<file path="src/rtl/mem_arbiter.sv">
// mem_arbiter: shares one RAM port between CPUS instruction and data caches.
// Data requests always win over instruction requests. Each class has its own
// round-robin pointer. A coherent write (cctrans & ccwrite) first spends
// SNOOP_CYCLES cycles in SNOOP, invalidating the other CPUs, before the RAM
// access.
//
// Build option: define MEM_ARBITER_SNOOP_EN to include the SNOOP state and the
// coherence outputs. Without it, D grants go straight to DACC and
// ccwait/ccinv/ccsnoopaddr are tied to 0.
//
// Handshake: a CPU raises iREN, dREN or dWEN and holds it, with stable address
// and data, while its wait output is high. The request completes in the single
// cycle where that CPU's wait output is low. In that cycle the load output
// carries the RAM data. If a CPU drops its request early, the access is
// abandoned and nothing is returned.
//
// Debug outputs dbg_state, dbg_gnt, dbg_dptr and dbg_iptr expose the FSM
// state, the grant index and both round-robin pointers.

module mem_arbiter #(
    parameter int  CPUS         = 2,
    parameter int  SNOOP_CYCLES = 1,
    localparam int PW           = (CPUS > 1) ? $clog2(CPUS) : 1
) (
    input  logic                   CLK,
    input  logic                   nRST,
    input  logic [CPUS-1:0]        iREN,
    input  logic [CPUS-1:0]        dREN,
    input  logic [CPUS-1:0]        dWEN,
    input  logic [CPUS-1:0]        ccwrite,
    input  logic [CPUS-1:0]        cctrans,
    input  logic [CPUS-1:0][31:0]  iaddr,
    input  logic [CPUS-1:0][31:0]  daddr,
    input  logic [CPUS-1:0][31:0]  dstore,
    output logic [CPUS-1:0]        iwait,
    output logic [CPUS-1:0]        dwait,
    output logic [CPUS-1:0][31:0]  iload,
    output logic [CPUS-1:0][31:0]  dload,
    output logic [CPUS-1:0]        ccwait,
    output logic [CPUS-1:0]        ccinv,
    output logic [CPUS-1:0][31:0]  ccsnoopaddr,
    output logic                   ramREN,
    output logic                   ramWEN,
    output logic [31:0]            ramaddr,
    output logic [31:0]            ramstore,
    input  logic [31:0]            ramload,
    input  logic [1:0]             ramstate,
    output logic [1:0]             dbg_state,
    output logic [PW-1:0]          dbg_gnt,
    output logic [PW-1:0]          dbg_dptr,
    output logic [PW-1:0]          dbg_iptr
);

    // Only the ACCESS encoding matters here. FREE, BUSY and ERROR all mean
    // "not this cycle".
    localparam logic [1:0] RAM_ACCESS = 2'd2;

    // The encoding is fixed so that dbg_state reads the same in both builds.
`ifdef MEM_ARBITER_SNOOP_EN
    typedef enum logic [1:0] {
        IDLE  = 2'd0,
        SNOOP = 2'd1,
        DACC  = 2'd2,
        IACC  = 2'd3
    } state_t;
`else
    typedef enum logic [1:0] {
        IDLE  = 2'd0,
        DACC  = 2'd2,
        IACC  = 2'd3
    } state_t;
`endif

    state_t          state_q, state_d;
    logic [PW-1:0]   gnt_q, gnt_d;
    logic [PW-1:0]   dptr_q, dptr_d;
    logic [PW-1:0]   iptr_q, iptr_d;
`ifdef MEM_ARBITER_SNOOP_EN
    logic [1:0]      snoop_cnt_q, snoop_cnt_d;
`else
    // Coherence inputs and the snoop length have no effect in this build.
    logic [CPUS-1:0] unused_cc;
    logic [2:0]      unused_snoop_cycles;
    assign unused_cc           = ccwrite ^ cctrans;
    assign unused_snoop_cycles = 3'(SNOOP_CYCLES);
`endif

    // Returns {found, index}: the first set bit of req, starting at ptr and
    // wrapping upward modulo CPUS. Scanning from the far end lets the
    // lowest offset win.
    function automatic logic [PW:0] pick(input logic [CPUS-1:0] req,
                                         input logic [PW-1:0]   ptr);
        logic [PW:0] res;
        int          idx;
        res = '0;
        for (int i = CPUS - 1; i >= 0; i--) begin
            idx = (int'(ptr) + i) % CPUS;
            if (req[idx]) begin
                res = {1'b1, PW'(idx)};
            end
        end
        return res;
    endfunction

    // Advances a pointer to (p + 1) mod CPUS. With CPUS == 1 it stays at 0.
    function automatic logic [PW-1:0] next_ptr(input logic [PW-1:0] p);
        if (int'(p) >= CPUS - 1) begin
            return '0;
        end
        return p + 1'b1;
    endfunction

    logic [PW:0] d_pick;
    logic [PW:0] i_pick;
    logic        d_req_g;
    logic        i_req_g;

    assign d_pick  = pick(dREN | dWEN, dptr_q);
    assign i_pick  = pick(iREN, iptr_q);
    assign d_req_g = dREN[gnt_q] | dWEN[gnt_q];
    assign i_req_g = iREN[gnt_q];

    assign dbg_state = state_q;
    assign dbg_gnt   = gnt_q;
    assign dbg_dptr  = dptr_q;
    assign dbg_iptr  = iptr_q;

    // State register, grant index and pointers. Reset aborts any transaction.
    always_ff @(posedge CLK or negedge nRST) begin
        if (!nRST) begin
            state_q     <= IDLE;
            gnt_q       <= '0;
            dptr_q      <= '0;
            iptr_q      <= '0;
`ifdef MEM_ARBITER_SNOOP_EN
            snoop_cnt_q <= '0;
`endif
        end else begin
            state_q     <= state_d;
            gnt_q       <= gnt_d;
            dptr_q      <= dptr_d;
            iptr_q      <= iptr_d;
`ifdef MEM_ARBITER_SNOOP_EN
            snoop_cnt_q <= snoop_cnt_d;
`endif
        end
    end

    // Next-state logic: arbitration in IDLE, snoop countdown, and completion
    // or abandonment of the granted access.
    always_comb begin
        state_d     = state_q;
        gnt_d       = gnt_q;
        dptr_d      = dptr_q;
        iptr_d      = iptr_q;
`ifdef MEM_ARBITER_SNOOP_EN
        snoop_cnt_d = snoop_cnt_q;
`endif
        case (state_q)
            IDLE: begin
                if (d_pick[PW]) begin
                    gnt_d   = d_pick[PW-1:0];
                    state_d = DACC;
`ifdef MEM_ARBITER_SNOOP_EN
                    if (cctrans[d_pick[PW-1:0]] && ccwrite[d_pick[PW-1:0]]) begin
                        state_d     = SNOOP;
                        snoop_cnt_d = '0;
                    end
`endif
                end else if (i_pick[PW]) begin
                    gnt_d   = i_pick[PW-1:0];
                    state_d = IACC;
                end
            end
`ifdef MEM_ARBITER_SNOOP_EN
            SNOOP: begin
                if (!d_req_g) begin
                    state_d = IDLE;
                end else if (snoop_cnt_q == 2'(SNOOP_CYCLES - 1)) begin
                    state_d = DACC;
                end else begin
                    snoop_cnt_d = snoop_cnt_q + 2'd1;
                end
            end
`endif
            DACC: begin
                if (!d_req_g) begin
                    state_d = IDLE;
                end else if (ramstate == RAM_ACCESS) begin
                    state_d = IDLE;
                    dptr_d  = next_ptr(gnt_q);
                end
            end
            IACC: begin
                if (!i_req_g) begin
                    state_d = IDLE;
                end else if (ramstate == RAM_ACCESS) begin
                    state_d = IDLE;
                    iptr_d  = next_ptr(gnt_q);
                end
            end
            default: state_d = IDLE;
        endcase
    end

    // Output decode: every wait defaults high and every load and enable
    // defaults to 0. Only the granted CPU can see a low wait, and only in
    // an ACCESS cycle.
    always_comb begin
        iwait       = '1;
        dwait       = '1;
        iload       = '0;
        dload       = '0;
        ccwait      = '0;
        ccinv       = '0;
        ccsnoopaddr = '0;
        ramREN      = 1'b0;
        ramWEN      = 1'b0;
        ramaddr     = '0;
        ramstore    = '0;
        case (state_q)
`ifdef MEM_ARBITER_SNOOP_EN
            SNOOP: begin
                for (int k = 0; k < CPUS; k++) begin
                    if (PW'(k) != gnt_q) begin
                        ccwait[k]      = 1'b1;
                        ccinv[k]       = 1'b1;
                        ccsnoopaddr[k] = daddr[gnt_q];
                    end
                end
            end
`endif
            DACC: begin
                if (d_req_g) begin
                    // Write wins when dREN and dWEN come together.
                    ramWEN   = dWEN[gnt_q];
                    ramREN   = !dWEN[gnt_q];
                    ramaddr  = daddr[gnt_q];
                    ramstore = dstore[gnt_q];
                    if (ramstate == RAM_ACCESS) begin
                        dwait[gnt_q] = 1'b0;
                        dload[gnt_q] = ramload;
                    end
                end
            end
            IACC: begin
                if (i_req_g) begin
                    ramREN  = 1'b1;
                    ramaddr = iaddr[gnt_q];
                    if (ramstate == RAM_ACCESS) begin
                        iwait[gnt_q] = 1'b0;
                        iload[gnt_q] = ramload;
                    end
                end
            end
            default: ;
        endcase
    end

endmodule

</file>
<file path="config.mk">
export PLATFORM = sky130hd
export DESIGN_NAME = mem_arbiter
export DESIGN_NICKNAME = d
export VERILOG_FILES = /design/src/rtl/mem_arbiter.sv
export SDC_FILE = /design/constraint.sdc
export NUM_CORES = 1
export LEC_CHECK = 0
export CAP_MARGIN = 15
export CORE_AREA = 3 3 195 197
export DETAILED_ROUTE_END_ITERATION = 12
export DIE_AREA = 0 0 198 200
export REMOVE_ABC_BUFFERS = 1
export SYNTH_ARGS = -nofsm -noshare
export SYNTH_HDL_FRONTEND = slang
export SYNTH_SLANG_ARGS = --single-unit
export TNS_END_PERCENT = 1
</file>
<file path="constraint.sdc">
create_clock -name CLK -period 1.9 [get_ports CLK]
set_input_delay 0.285 -clock CLK [delete_from_list [all_inputs] [get_ports CLK]]
set_output_delay 0.285 -clock CLK [all_outputs]
set_load 0.005 [all_outputs]
</file>
==> out/results.tsv <==
stage	metric	value	unit
yosys	synth_area	3230	sq um
grt	grt_max_degree	34	
drt	via_per_inst	3.54	
yosys	synthCells	441	
yosys	synth_flop_cell	dfrtp_1	
worst_setup_path	reg2reg_depth	10	
clock_network	clk_path_buf_depth	2	
worst_setup_path	cpMaxStageDelayCell	dfrtp_4	
floorplan	initial_utilization	0.0886	
yosys	synth_area_leader_cell	mux2i_1	
worst_setup_path	path_cells	buf_6 > mux2i_4 > or2_4 > buf_12 > o22ai_1 > dlygate4sd2_1	
hold_path	hp-class	in -> async	
drt	wire_per_inst	17.8	um
pwr	p_seq_frac	0.032	
yosys	yosysMostFrequentCell	and2_1	
yosys	yosys_warnings	0	
worst_setup_path	required	1.62	ns
drt	drt_iter0_markers	93	
yosys	synth_area_per_cell	7.32	sq um
drt	ant_nets	0	
drt	drc_errors	0	
worst_setup_path	path_depth	6	
timing	finalHoldViolations	0	
timing	layout_setup_ws	-0.337	ns
floorplan	dieArea	39600	sq um
timing	rsz0062_at_grt	true	
placed_design	port_buffers	436	
floorplan	die_y	200	um
clock_network	cts_tree	built	
finish	antenna_cells	0	
timing	whs	0.284	ns
drt	first_pass_iters	4	
pwr	p_per_area	680	nW/um^2
worst_setup_path	cp_num_buf_inv	3	
placed_design	place_hpwl	18200	um
placed_design	place_area	8300	sq um
drt	routed_wl	25300	um
yosys	synthTopCellsByArea	mux2i_1 (30%), and2_1 (25%), buf_4 (16%)	
grt	grt_overflow	0	
grt	grt_pass1_vias	4861	
finish	drive_gt1_frac	0.411	
finish	design_area	8830	sq um
clock_network	h-tree-depth	1	
timing	fmax	447	MHz
floorplan	die_w	198	um
worst_setup_path	critPathKind	reg -> out	
yosys	async_flop_share	1.00	
timing	post-route-min-period	2.24	ns
run_status	outcome	finished, violations left	
clock_network	clkLatencyLatePin	0.23	ns
timing	finalMaxSlewViolations	0	
worst_setup_path	critical_path_arrival	1.95	ns
floorplan	ioPinCount	509	
grt	grt_antenna_before_repair	1	
job	cap_violations	0	
timing	fin_crit_sh	1.18	
timing	fin_skew	0.00125	ns
placed_design	gp_congestion	0.772	
worst_setup_path	cpPeakStageDelay	0.49	ns
timing	setup_viol	197	
yosys	ys_ff_latch	5	
pwr	total_power	0.00600	W
yosys	yosys.cell_types.count	30	
yosys	synth_seq_area_share	0.0388	
grt	track_usage	0.102	
yosys	synth_top_area_share	0.301	
run_status	violations	setup timing	
floorplan	rows	70	
floorplan	coreArea	36400	sq um
pwr	swShare	0.430	
clock_network	path_clk_slew	0.03	ns
pwr	comb_power_share	0.911	
pwr	p_int	0.00342	W
worst_setup_path	critPathLaunchType	flop	
pwr	pwr-share-clk	0.057	
worst_setup_path	critical_path.top_delay_family	buffers and inverters	
clock_network	root_buffer	clkbuf_16	
clock_network	numCtsBuffers	3	
worst_setup_path	cp-end-kind	primary output	
pwr	vdd.ir_drop.worst	0.420	mV
yosys	synth_edf_count	0	
yosys	netlist_top_cells_count	and2_1 (128), mux2i_1 (97), buf_4 (68), nor2_1 (36), o22ai_1 (33)	
worst_setup_path	cp_max_fo	17	
drt	num_vias	5015	
finish	fin_nets	1188	
pwr	p_sw	0.00258	W
finish	area_growth	174	%
pwr	p_leak	4.46	nW
clock_network	cts.sinks	5	
grt	grt_pass1_wl	30600	um
worst_setup_path	regToRegSetupSlack	0.11	ns
-- final cells by class --
cell class                      count  area [sq um]
Timing Repair Buffer              541          5020
Sequential cell                     5           129
Multi-Input combinational cell    392          3000
Fill cell                        3991         27600
Tap cell                          468           586
Inverter                            7          26.3
Clock buffer                        4          78.8
-- state kept, by name (all words and copies together) (netlist names) --
signal     count
dbg_dptr       1
dbg_gnt        1
dbg_state      2
dbg_iptr       1
-- timing repair --
item | 4_1_cts | 5_1_grt
gates resized for setup | 587 | 280
setup endpoints to repair | 199 | 199
setup buffers | 17 | 20
gates cloned | 8 | 7
pin swaps | 14 | 7
hold buffers | 0 | 0
-- routing by layer --
metal | up-vias | GRT usage | routed length, um
met5 | - | 0 | 0
met2 | 336 | 0.199 | 13400
li1 | 2378 | - | -
met3 | 35 | 0.0175 | 1900
met1 | 2266 | 0.116 | 9240
met4 | 0 | 0.0246 | 748
-- placed cells by master, fill, tap and decap left out, types with 3 or more instances in the layout --
| cell | instances |
|---|---|
| and2_1 | 90 |
| and2_4 | 38 |
| buf_12 | 13 |
| buf_16 | 4 |
| buf_2 | 93 |
| buf_4 | 61 |
| buf_6 | 58 |
| buf_8 | 5 |
| clkbuf_16 | 8 |
| clkbuf_2 | 34 |
| clkdlybuf4s15_2 | 13 |
| clkdlybuf4s50_1 | 231 |
| conb_1 | 68 |
| dfrtp_1 | 4 |
| dlygate4sd2_1 | 15 |
| dlymetal6s2s_1 | 8 |
| inv_1 | 5 |
| mux2i_1 | 91 |
| mux2i_2 | 6 |
| nand2_1 | 4 |
| nor2_1 | 18 |
| nor2_2 | 16 |
| nor3_1 | 3 |
| nor4_4 | 4 |
| o22ai_1 | 10 |
| o22ai_2 | 23 |
-- per-stage QoR --
step                       util  TNS (ns)  worst slack (ns)  instances
after global routing      0.242    -54.35            -0.397       1417
after floorplan               -   -654.41             -3.50        404
after global placement    0.228   -101.18            -0.699       1369
final                     0.242    -40.41            -0.337       1417
after CTS                 0.241    -53.92            -0.564       1398
after detailed placement  0.228   -102.39            -0.701       1369
-- worst paths after layout --
| kind | startpoint | endpoint |
|---|---|---|
| setup / recovery | dbg_gnt$_DFFE_PN0P_ | ramaddr[17] |
| hold / removal | nRST | dbg_iptr$_DFFE_PN0P_ |
| setup reg to reg | dbg_gnt$_DFFE_PN0P_ | dbg_iptr$_DFFE_PN0P_ |
| hold reg to reg | dbg_iptr$_DFFE_PN0P_ | dbg_iptr$_DFFE_PN0P_ |
| max in group asynchronous | nRST | dbg_gnt$_DFFE_PN0P_ |
| min in group CLK | dbg_iptr$_DFFE_PN0P_ | dbg_iptr$_DFFE_PN0P_ |
-- kinds of logic (layout without fill, tap and decap cells) --
kind of cell | after synthesis | after routing | synth area share
compound gates | 44 | 44 | 0.0919
buf+inv | 111 | 552 | 0.222
flops | 5 | 5 | 0.0388
mux | 98 | 98 | 0.308
other cells | 1 | 68 | 0.00116
simple gates | 182 | 182 | 0.339
-- power by group through the flow --
| stage | combinational, W | clock, W | sequential, W |
|---|---|---|---|
| final | 0.00547 | 0.000343 | 0.000194 |
| after global routing | 0.00584 | 0.000363 | 0.000203 |
| after CTS | 0.00514 | 0.000350 | 0.000191 |
| after detailed placement | 0.00490 | 0 | 0.000230 |
| after global placement | 0.00487 | 0 | 0.000229 |
| after floorplan | 0.00144 | 0 | 0.000417 |
Power figures use the tool's default switching activity.
